`src/rtl/buzzer_round_arbiter.sv`:
```
// Quiz-round buzzer arbiter for 4 players: arm delay, rotating-priority grant,
// timed answer window with lockout. Optional macro: FALSE_START_PENALTY_EN.

module buzzer_lane (
  input  logic clk,
  input  logic rst,
  input  logic btn,
  output logic rise
);
  logic btn_q;

  always_ff @(posedge clk) begin
    if (!rst) btn_q <= 1'b0;
    else      btn_q <= btn;
  end

  assign rise = btn & ~btn_q;
endmodule

module buzzer_round_arbiter #(
  parameter int CNT_W            = 28,
  parameter int ARM_DELAY_CYCLES = 50_000_000,
  parameter int ANSWER_CYCLES    = 250_000_000
) (
  input  logic       clk,
  input  logic       rst,
  input  logic [3:0] btn_req,
  input  logic       start_round,
  input  logic       judge_correct,
  input  logic       judge_wrong,
  output logic [2:0] state,
  output logic       winner_valid,
  output logic [1:0] winner_id,
  output logic [3:0] lockout,
  output logic       timeout
);
  localparam int NUM_PLAYERS = 4;
  localparam logic [CNT_W-1:0] ARM_LAST = CNT_W'(ARM_DELAY_CYCLES - 1);
  localparam logic [CNT_W-1:0] ANS_LAST = CNT_W'(ANSWER_CYCLES - 1);

  typedef enum logic [2:0] {
    S_IDLE   = 3'd0,
    S_ARMING = 3'd1,
    S_OPEN   = 3'd2,
    S_ANSWER = 3'd3,
    S_DONE   = 3'd4
  } state_t;

  state_t           cur;
  logic [CNT_W-1:0] counter;
  logic [1:0]       prio_ptr;
  logic [3:0]       rise;
  logic [3:0]       elig;
  logic [3:0]       lock_next;
  logic [1:0]       pick;
  logic [1:0]       idx;
  logic             pick_vld;

  for (genvar i = 0; i < NUM_PLAYERS; i++) begin : g_lane
    buzzer_lane u_lane (
      .clk  (clk),
      .rst  (rst),
      .btn  (btn_req[i]),
      .rise (rise[i])
    );
  end

  assign elig      = rise & ~lockout;
  assign lock_next = lockout | (4'b0001 << winner_id);
  assign state     = cur;

  // Walk the priority ring from the far end so the nearest eligible player wins.
  always_comb begin
    pick     = prio_ptr;
    pick_vld = 1'b0;
    idx      = prio_ptr;
    for (int j = NUM_PLAYERS - 1; j >= 0; j--) begin
      idx = prio_ptr + 2'(j);
      if (elig[idx]) begin
        pick     = idx;
        pick_vld = 1'b1;
      end
    end
  end

  always_ff @(posedge clk) begin
    if (!rst) begin
      cur          <= S_IDLE;
      winner_valid <= 1'b0;
      winner_id    <= 2'd0;
      lockout      <= 4'd0;
      timeout      <= 1'b0;
      counter      <= '0;
      prio_ptr     <= 2'd0;
    end else begin
      timeout <= 1'b0;
      case (cur)
        S_IDLE, S_DONE: begin
          if (start_round) begin
            cur          <= S_ARMING;
            lockout      <= 4'd0;
            counter      <= '0;
            winner_valid <= 1'b0;
          end
        end
        S_ARMING: begin
`ifdef FALSE_START_PENALTY_EN
          lockout <= lockout | rise;
`endif
          if (counter == ARM_LAST) begin
            cur     <= S_OPEN;
            counter <= '0;
          end else begin
            counter <= counter + CNT_W'(1);
          end
        end
        S_OPEN: begin
          if (&lockout) begin
            cur          <= S_DONE;
            winner_valid <= 1'b0;
          end else if (pick_vld) begin
            winner_id    <= pick;
            winner_valid <= 1'b1;
            prio_ptr     <= pick + 2'd1;
            counter      <= '0;
            cur          <= S_ANSWER;
          end
        end
        S_ANSWER: begin
          counter <= counter + CNT_W'(1);
          if (judge_correct) begin
            cur <= S_DONE;
          end else if (judge_wrong || counter == ANS_LAST) begin
            timeout      <= ~judge_wrong;
            lockout      <= lock_next;
            winner_valid <= 1'b0;
            counter      <= '0;
            cur          <= (&lock_next) ? S_DONE : S_OPEN;
          end
        end
        default: cur <= S_IDLE;
      endcase
    end
  end
endmodule

```
`config.mk`:
```
export PLATFORM = sky130hd
export DESIGN_NAME = buzzer_round_arbiter
export DESIGN_NICKNAME = d
export VERILOG_FILES = /design/src/rtl/buzzer_round_arbiter.sv
export SDC_FILE = /design/constraint.sdc
export NUM_CORES = 1
export LEC_CHECK = 0
export BUFFER_PORTS_ARGS = -buffer_cell sky130_fd_sc_hd__buf_2
export CORE_MARGIN = 8
export CORE_UTILIZATION = 54
export CTS_BUF_LIST = sky130_fd_sc_hd__clkbuf_4 sky130_fd_sc_hd__clkbuf_8
export DETAILED_ROUTE_END_ITERATION = 8
export GPL_TIMING_DRIVEN = 0
export HOLD_SLACK_MARGIN = 0.02
export PLACE_DENSITY = 0.81
export SLEW_MARGIN = 20
export SYNTH_ARGS = -nofsm -noshare
export SYNTH_HDL_FRONTEND = slang
export SYNTH_SLANG_ARGS = --single-unit
```
`constraint.sdc`:
```
create_clock -name clk -period 3.75 [get_ports clk]
set_input_delay 0.375 -clock clk [delete_from_list [all_inputs] [get_ports clk]]
set_output_delay 0.375 -clock clk [all_outputs]
set_load 0.02 [all_outputs]
```
Yosys cells after proc, flatten, opt, wreduce, memory -nomap -nowiden

Cells that the tools add are included.

Magnitude comparators: 4
Muxes and demuxes: 41
Equality and inequality tests: 14
Reductions and logical operators: 14
Shifts and indexed selects: 1
Bitwise logic cells: 16
Add/subtract/negate cells: 5

Operators by type and width:

| operator                                                              | number |
|---|---|
| 28-bit 2-to-1 mux                                                     | 6 |
| 28-bit case mux with 4 select lines                                   | 1 |
| 28-bit by 1-bit adder with 28-bit output (second input constant)      | 1 |
| 28-bit by 26-bit == test with 1-bit output (second input constant)    | 1 |
| 28-bit == test (second input constant)                                | 1 |
| 3-bit 2-to-1 mux                                                      | 7 |
| 4-bit AND reduction                                                   | 5 |
| 1-bit 2-to-1 mux                                                      | 13 |
| 2-bit by 3-bit < comparator with 1-bit output (second input constant) | 4 |
| 4-bit 2-to-1 mux                                                      | 3 |
| 2-bit != test (second input constant)                                 | 6 |
| 3-bit case mux with 4 select lines                                    | 1 |
| 1-bit NOT                                                             | 9 |
| 1-bit binary-select mux with 2-bit select                             | 4 |
| 2-bit 2-to-1 mux                                                      | 4 |
| 4-bit case mux with 2 select lines                                    | 1 |
| 3-bit by 2-bit == test with 1-bit output (second input constant)      | 2 |
| 3-bit != test (second input constant)                                 | 2 |
| 5-bit AND reduction                                                   | 1 |
| 2-bit by 1-bit adder with 2-bit output (second input constant)        | 2 |
| 2-bit adder (second input constant)                                   | 2 |
| 1-bit AND                                                             | 4 |
| 4-bit AND                                                             | 1 |
| 4-bit NOT                                                             | 1 |
| other kinds (13)                                                      | 13 |

Word-level logic and storage cells: 106
Input bits: 9
Register bits after elaboration: 45
Output and inout bits: 11

Depth between registers and ports, before layout

Gate-level depths: netlist of run 1.

Depth after elaboration: 12
Gate-level depth with buffers: 9

Modules after synthesis

A second synthesis of run 1 with hierarchy kept.

Cells, all modules: 300
Area, all modules: 2595.0 µm²

Modules (own cells, without submodules):

| module               | area each (µm²) | cells each | instances |
|---|---|---|---|
| buzzer_round_arbiter | 2434.8          | 288        | 1 |
| buzzer_lane          | 40.0            | 3          | 4 |

Worst setup path before layout of run 1

Ideal clock, no wire load.

Path kind: flip-flop to flip-flop
Start: reg lockout[2]
End: reg counter[20]
Arrival time: 1.952 ns
Cell stages (with the launch flop): 10
Setup slack: 1.648 ns
Cells stage by stage: dfxtp_1 > or3b_1 > buf_2 > and4_4 > buf_6 > a21oi_2 > nor2b_4 > buf_6 > buf_6 > a221oi_2

Word-level cells in the longest chain between the ends: 10
Elaborated cells between the ends (all ways): 18
Classes of those cells: 2 x eq/ne; 12 x mux; 2 x bitwise; 2 x reduce/logical

RTL lines:

| what                                      | RTL line | RTL |
|---|---|---|
| from (decl)                               | 34       | `output logic [3:0] lockout,` |
| from (signal assigned)                    | 135      | `lockout <= lock_next;` |
| 4-bit NOT                                 | 68       | `assign elig = rise & ~lockout;` |
| 4-bit AND                                 | 68       |  |
| 1-bit binary-select mux with 2-bit select | 79       | `if (elig[idx]) begin` |
| 1-bit 2-to-1 mux (not written as such)    | 79       |  |
| 1-bit 2-to-1 mux (4 in series)            | 79       |  |
| 2-bit != test (no line)                   | --       |  |
| 4-bit AND reduction (no line) (*)         | --       |  |
| to (signal assigned)                      | 114      | `counter <= counter + CNT_W'(1);` |
| to (signal assigned)                      | 130      | `counter <= counter + CNT_W'(1);` |
| to (decl)                                 | 50       | `logic [CNT_W-1:0] counter;` |

Mark *: on every way between the ends. The rest lies on a longest branch, timed or not. The select of a mux whose other input is x is not followed.
A chain may end at the register's enable or synchronous reset.

Worst setup path in the final report of run 1

Start: reg lockout[1]
End: reg counter[10]

The elaborated chain is that of the path after synthesis.

==> results.py, run 1 <==
metrics = {
    "layout": {
        "fin_cells": 380,
        "fill_cells": 412,
        "multi_input_area_um2": 1630,
        "syn2layout_area_growth_pct": 9.63,
        "seq_area_um2": 901,
        "final_util_pct": 61.9,
        "fin_area_um2": 2960,
        "drive_gt1_share_pct": 24.0,
        "nNetsFinal": 322,
        "num_antenna_cells": 0,
    },
    "synth": {
        "async_reset_ff_share_pct": 0,
        "synth_cells": 287,
        "synth-seq-cells": 45,
        "syn_area_per_cell_um2": 9.42,
        "ys.flop_type": "dfxtp_1",
        "synth_edf_count": 0,
        "syn_area_um2": 2700,
        "ys_warn_count": 0,
        "syn_nets": 297,
        "synthDistinctLibCells": 64,
        "synth-seq-area-share_pct": 33.3,
    },
    "global_route": {
        "antenna_found_initial": 0,
        "grt-ovfl-total": 0,
        "grt_pass1_wl_mm": 11.0,
        "grtUsageTotal_pct": 17.9,
        "grt_max_degree": 14,
        "grt_pass1_vias": 2263,
    },
    "timing": {
        "fin_crit_ns": 2.35,
        "worst_pin_slew_ns": 0.726,
        "slew_headroom_pct": 51.6,
        "fin_worst_skew_ns": 0.0113,
        "finalHoldViolCount": 0,
        "setup_viol": 0,
        "tns_ns": 0,
        "fmax_mhz": 426,
        "drv_slew": 0,
        "fin_ws_ns": 1.40,
        "hold_ws_ns": 0.286,
        "rsz0062_at_grt": "false",
        "fin_crit_sh_pct": 62.5,
    },
    "pwr": {
        "totalPowerFinal_mw": 1.24,
        "p_per_area_nw_per_um2": 417,
        "p_leak_nw": 0.915,
        "ir_worst_vdd_mv": 0.261,
    },
    "clock_network": {
        "htreeDepth": 2,
        "cts_tree": "built",
        "numCtsBuffers": 5,
        "cts.reportedPaths.clkPinSlew_ns": 0.08,
        "cts_setup_buffers": 0,
        "cts.repair.resized": 0,
        "cts_max_path_buffers": 2,
        "root_buffer": "clkbuf_8",
        "clock-sinks": 45,
        "worstSkewPairLatency_ns": 0.30,
        "cts-hold-fix-buffers": 0,
    },
    "worst_hold_path": {
        "min_delay_path_depth": 2,
        "hold_class": "input pin to flop",
    },
    "drt": {
        "drt-pass1-iter-count": 4,
        "wire_per_inst_um": 17.1,
        "drt-total-wl_mm": 6.50,
        "drtAntennaViolNets": 0,
        "vias": 2427,
        "drc_errors": 0,
        "viasPerCell": 6.39,
        "drt_iter0_markers": 174,
    },
    "place": {
        "place_area_um2": 2880,
        "place.port_buffers": 18,
        "dpl.hpwl_mm": 4.61,
        "pre_cts_ws_ns": 1.43,
        "post-place-cells": 372,
        "gp_congestion": 0.826,
    },
    "floorplanning": {
        "pin_count": 20,
        "die_y_um": 86.8,
        "core_area_um2": 4790,
        "die_x_um": 86.8,
        "die_area_um2": 7530,
        "start_util_pct": 56.5,
        "num_rows": 25,
    },
    "worst_setup_path": {
        "cp-start-kind": "flop",
        "cp.arrival_ns": 2.55,
        "path_cells": "nand4_2 > a221o_1 > o211ai_1 > buf_2 > buf_2 > o21ai_0 > a221oi_1",
        "critical_path_class": "flop to flop",
        "path_max_fanout": 10,
        "crit_start": "lockout[1]",
        "slowest_stage": "dfxtp_1",
        "cpPeakStageDelay_ns": 0.49,
        "reg2reg_from": "lockout[1]",
        "cp-end-kind": "flop",
        "worst_path_most_repeated_cell": "buf_2",
        "required_ns": 3.95,
        "r2r-end": "counter[10]",
        "reg2reg_depth": 7,
        "r2r_slack_ns": 1.40,
        "setup.worst_path.end": "counter[10]",
    },
    "job": {
        "maxCapViolCount": 0,
    },
    "status": {
        "status": "complete, no violations",
    },
}
-- cells in the final DEF, fill, tap and decap left out, types with 2 or more instances in the layout --
cell type	instances
o221ai_1	2
clkbuf_1	5
a21oi_1	5
o21ai_0	15
nor3_1	6
nor3b_1	2
inv_1	14
or3_1	12
nor2_1	15
a41oi_1	3
a21o_1	3
or3b_1	4
a211oi_1	4
xnor2_1	7
nand4b_1	2
a221oi_1	8
a221oi_2	12
nand4_2	2
and2_1	6
nand2_1	21
buf_2	22
or4_4	3
nor2b_1	2
or4b_1	3
dfxtp_1	45
or4_1	7
a211oi_2	8
nand3_1	9
a2111oi_0	2
buf_6	7
clkinv_2	2
o31ai_1	9
nand4_1	7
clkbuf_8	5
nor4_1	2
-- Yosys cell counts (4+ instances only) --
| library cell | instances | area share, % |
|---|---|---|
| a211oi_1 | 4 | 1.1 |
| a211oi_2 | 8 | 3.7 |
| a21oi_1 | 5 | 0.93 |
| a221oi_1 | 8 | 2.6 |
| a221oi_2 | 12 | 6.7 |
| and2_1 | 6 | 1.4 |
| buf_2 | 4 | 0.74 |
| buf_6 | 7 | 2.9 |
| clkbuf_1 | 5 | 0.69 |
| dfxtp_1 | 45 | 33 |
| inv_1 | 14 | 1.9 |
| nand2_1 | 21 | 2.9 |
| nand3_1 | 9 | 1.7 |
| nand4_1 | 7 | 1.6 |
| nor2_1 | 15 | 2.1 |
| nor3_1 | 6 | 1.1 |
| o21ai_0 | 15 | 2.8 |
| o31ai_1 | 9 | 2.5 |
| or3_1 | 12 | 2.8 |
| or3b_1 | 4 | 1.3 |
| or4_1 | 7 | 1.9 |
| xnor2_1 | 7 | 2.3 |
-- sequential cells by signal, indices dropped and copies added, names as in the netlist --
name and flops:
counter 28, g_lane.u_lane.btn_q 4, lockout 4, prio_ptr 2, state 3, timeout 1
winner_id 2, winner_valid 1
-- worst max-delay path, delay by kind of cell, from the launching register on --
family                 cells  cell delay (ns)
AO/OA/AOI/OAI              4             0.97
buffers and inverters      2             0.51
flip-flops                 1             0.49
AND/OR/NAND/NOR            1             0.27
-- power breakdown --
part | internal (mW) | switching, mW
logic | 0.147 | 0.252
clock network | 0.137 | 0.164
registers | 0.502 | 0.0359
-- area by class of cell --
| class | count | share of cell area [%] |
|---|---|---|
| Buffer | 17 | 4.22 |
| Clock buffer | 6 | 2.57 |
| Clock inverter | 2 | 0.338 |
| Inverter | 14 | 1.77 |
| Multi-Input combinational cell | 211 | 54.8 |
| Sequential cell | 45 | 30.4 |
| Tap cell | 67 | 2.83 |
| Timing Repair Buffer | 18 | 3.04 |
-- routing by layer --
layer | global-route usage [%] | routed length, µm | up-vias | part of all wire (%)
li1 | - | - | 1184 | -
met1 | 22.3 | 2920 | 1187 | 45
met2 | 29.6 | 3210 | 46 | 49
met3 | 4.25 | 279 | 10 | 4.3
met4 | 5.16 | 85 | 0 | 1.3
met5 | 0 | 0 | - | 0
-- cells by family after synthesis --
family / count (synthesis) / share of synthesized area (%)
AOI/OAI and AO/OA: 89 / 30.8
xor gates and xnor gates: 8 / 2.59
adders and majority gates: 1 / 0.463
buffers and inverters: 31 / 6.57
DFF: 45 / 33.3
muxes: 1 / 0.370
and+or+nand+nor: 112 / 25.9
-- how the worst min path moves through the flow --
stage	endpoint	slack, ns	startpoint
finish	g_lane[2].u_lane.btn_q	0.29	btn_req[2]
global route	g_lane[0].u_lane.btn_q	0.29	btn_req[0]
CTS	g_lane[2].u_lane.btn_q	0.28	btn_req[2]
detailed placement	counter[23]	0.50	counter[23]
global placement	counter[23]	0.48	counter[23]
floorplan	counter[23]	0.47	counter[23]
Power figures use the tool's default switching activity.
==> run 2, diff against run 1 <==
- ABC_AREA: unset -> 1
- PLACE_DENSITY: 0.81 -> 0.83
- clock period: 3.75 -> 1.9 ns (I/O delays scaled with it)
==> run 2 against run 1 <==
Net effect: sequential cell count is the same; first-iteration DRC count grew 3.4%; clock-buffer cell count decreased by 1; via count rose by 34%; combinational power rose to 4.9 times the previous value; final area grew 20%; sequential share of layout area is 4.0 points lower; maximum frequency is 26% higher; die area is 5.1% higher; clock skew decreased by 0.0028 ns; worst hold slack lost 0.22 ns; critical endpoint is now counter[1]; highest routed layer unchanged; register-to-register slack got worse by 1.4 ns.
==> results.py, run 2 <==
metrics = {
    "place": {
        "post-place-cells": 563,
        "pre_cts_ws_ns": -0.339,
        "place_area_um2": 3060,
        "dpl.hpwl_mm": 5.43,
        "place.port_buffers": 19,
        "gp_congestion": 0.883,
    },
    "timing": {
        "fin_ws_ns": 0.0425,
        "drv_slew": 0,
        "worst_pin_slew_ns": 0.529,
        "rsz0062_at_grt": "true",
        "tns_ns": 0,
        "fin_worst_skew_ns": 0.00851,
        "slew_headroom_pct": 64.7,
        "fin_crit_ns": 1.86,
        "hold_ws_ns": 0.0704,
        "fmax_mhz": 538,
        "fin_crit_sh_pct": 97.8,
        "finalHoldViolCount": 0,
        "setup_viol": 0,
    },
    "worst_hold_path": {
        "min_to": "timeout",
        "min_delay_path_depth": 2,
        "hp-start": "judge_wrong",
        "hold_class": "input pin to flop",
    },
    "synth": {
        "syn_nets": 484,
        "synthTopCellsByCount": "nand2_1 (153), nor2_1 (71), inv_1 (58), dfxtp_1 (45), nand3_1 (38)",
        "synth_fa_ha_area_share_pct": 0.436,
        "synth_cells": 474,
        "async_reset_ff_share_pct": 0,
        "syn_area_um2": 2870,
        "synth_edf_count": 0,
        "synth-xor-area-share_pct": 1.22,
        "synthDistinctLibCells": 34,
        "synth_top_cell_by_area": "dfxtp_1",
        "synth-seq-cells": 45,
        "ys.flop_type": "dfxtp_1",
        "synth_top_family_by_area": "simple AND/OR/NAND/NOR gates",
        "synth_top_area_share_pct": 31.4,
        "synth-simple-area-share_pct": 46.6,
        "synth_compound_area_share_pct": 10.4,
        "synthMuxAreaShare_pct": 0,
        "synth-seq-area-share_pct": 31.4,
        "syn_area_per_cell_um2": 6.06,
        "ys_warn_count": 0,
        "ys_top_cells_by_area": "dfxtp_1 (31%), nand2_1 (20%), nor2_1 (9.3%), inv_1 (7.6%), nand3_1 (6.6%)",
        "synth.most_common_cell": "nand2_1",
    },
    "global_route": {
        "grt_pass1_wl_mm": 13.0,
        "grtUsageTotal_pct": 20.5,
        "grt_max_degree": 15,
        "grt-ovfl-total": 0,
        "antenna_found_initial": 0,
        "grt_pass1_vias": 3022,
    },
    "layout": {
        "nNetsFinal": 528,
        "multi_input_area_um2": 1850,
        "layout.cells.most_common": "nand2_1",
        "fill_cells": 434,
        "largest-register": "counter",
        "seq_area_um2": 933,
        "largest_reg_flops": 28,
        "final_util_pct": 69.4,
        "num_antenna_cells": 0,
        "final_cell_mix": "nand2_1 (146), inv_1 (57), nor2_1 (56)",
        "syn2layout_area_growth_pct": 23.3,
        "fin_cells": 589,
        "largestRegisters": "counter (28), g_lane.u_lane.btn_q (4), lockout (4)",
        "fin_area_um2": 3540,
        "drive_gt1_share_pct": 22.9,
    },
    "clock_network": {
        "htreeDepth": 2,
        "cts_tree": "built",
        "worstSkewPairLatency_ns": 0.31,
        "numCtsBuffers": 5,
        "cts_max_path_buffers": 2,
        "cts.reportedPaths.clkPinSlew_ns": 0.09,
        "clock-sinks": 45,
        "root_buffer": "clkbuf_8",
    },
    "drt": {
        "drc_errors": 0,
        "drt-total-wl_mm": 8.18,
        "drt-pass1-iter-count": 5,
        "drtAntennaViolNets": 0,
        "vias": 3245,
        "viasPerCell": 5.51,
        "drt_iter0_markers": 180,
        "wire_per_inst_um": 13.9,
    },
    "pwr": {
        "pwr-share-comb_pct": 48.5,
        "p_per_area_nw_per_um2": 1130,
        "clkPwrFrac_pct": 21.8,
        "net-switching-power_mw": 1.74,
        "totalPowerFinal_mw": 4.02,
        "p_int_mw": 2.28,
        "ir_worst_vdd_mv": 0.883,
        "power_frac_seq_pct": 29.8,
        "p_leak_nw": 1.54,
        "swShare_pct": 43.3,
    },
    "floorplanning": {
        "num_rows": 26,
        "start_util_pct": 56.2,
        "pin_count": 20,
        "core_area_um2": 5110,
        "die_x_um": 88.9,
        "die_y_um": 88.9,
        "die_area_um2": 7910,
    },
    "worst_setup_path": {
        "reg2reg_depth": 11,
        "worst_path_most_repeated_cell": "nand3_4",
        "reg2reg_from": "counter[1]",
        "cpPeakStageDelay_ns": 0.37,
        "cp-start-kind": "flop",
        "critical_path_class": "flop to flop",
        "slowest_stage": "dfxtp_4",
        "path_cells": "ha_4 > nand3_4 > nor2_4 > nand3_4 > nor3_2 > nand2_1 > nand2_2 > nand3_4 > o21ai_4 > buf_4 > a21oi_1",
        "cp-end-kind": "flop",
        "required_ns": 2.10,
        "r2r_slack_ns": 0.04,
        "r2r-end": "counter[1]",
        "cp.arrival_ns": 2.06,
        "path_max_fanout": 5,
    },
    "status": {
        "status": "complete, no violations",
    },
    "job": {
        "maxCapViolCount": 0,
    },
}
run 2: cell types whose count changed after synthesis, sizes merged, moves of 9 or more:
cell    before  now
a211oi      12    2
a221oi      21    0
or3         12    0
or4         10    0
o31ai        9    0
nor2        16   72
nand2       21  156
inv         14   60
nand3        9   42
a21oi        6   19
run 2: how the worst max path moves through the flow:
stage	startpoint	endpoint	slack [ns]	depth (start not counted)
after floorplan	counter[0]	counter[13]	0.07	11
after global placement	counter[0]	counter[25]	-0.30	11
after detailed placement	counter[0]	counter[18]	-0.34	11
after CTS	counter[2]	counter[25]	0.0005	10
after global routing	counter[6]	counter[20]	-0.1	13
final	counter[1]	counter[1]	0.04	11
run 2: area by class of cell:
| class | instances | share of cell area (%) |
|---|---|---|
| well taps | 70 | 2.47 |
| multi-input cells | 360 | 52.3 |
| inverters | 60 | 6.50 |
| clock buffers | 5 | 1.94 |
| plain buffers | 9 | 2.05 |
| flip-flops and latches | 45 | 26.4 |
| clock inverters | 3 | 1.84 |
| repair buffers | 37 | 6.53 |
run 2: cell families after synthesis:
family | after synthesis
xor gates and xnor gates | 4
adders and majority gates | 1
DFF | 45
and+or+nand+nor | 307
buffers and inverters | 69
AOI/OAI and AO/OA | 48
run 2: repair_timing:
action	in CTS	in global routing
gates resized for setup	16	58
buffers inserted	9	7
setup endpoints to repair	31	38
pin swaps	5	20
gates cloned	1	1
hold buffers	0	0
run 2: power groups by stage:
stage,Sequential [mW],Clock [mW],Combinational (mW)
after detailed placement,1.19,0,1.63
after CTS,1.18,0.882,1.78
final,1.20,0.875,1.95
after global placement,1.19,0,1.59
after global routing,1.21,0.919,2.13
after floorplan,1.26,0,1.15
run 2: metal layers:
metal / wire (µm) / vias to the layer above / GRT usage [%]
met1: 3460 / 1507 / 24.5
met4: 151 / 0 / 8.01
met5: 0 / - / 0
met2: 4130 / 112 / 35.4
met3: 436 / 19 / 3.58
li1: - / 1607 / -
run 2: critical path, delay by kind of cell, from the launching register on:
family / cells / cell delay, ns
adders and majority gates: 1 / 0.15
and+or+nand+nor: 7 / 0.76
AOI/OAI and AO/OA: 2 / 0.28
buffers and inverters: 1 / 0.18
DFF: 1 / 0.37
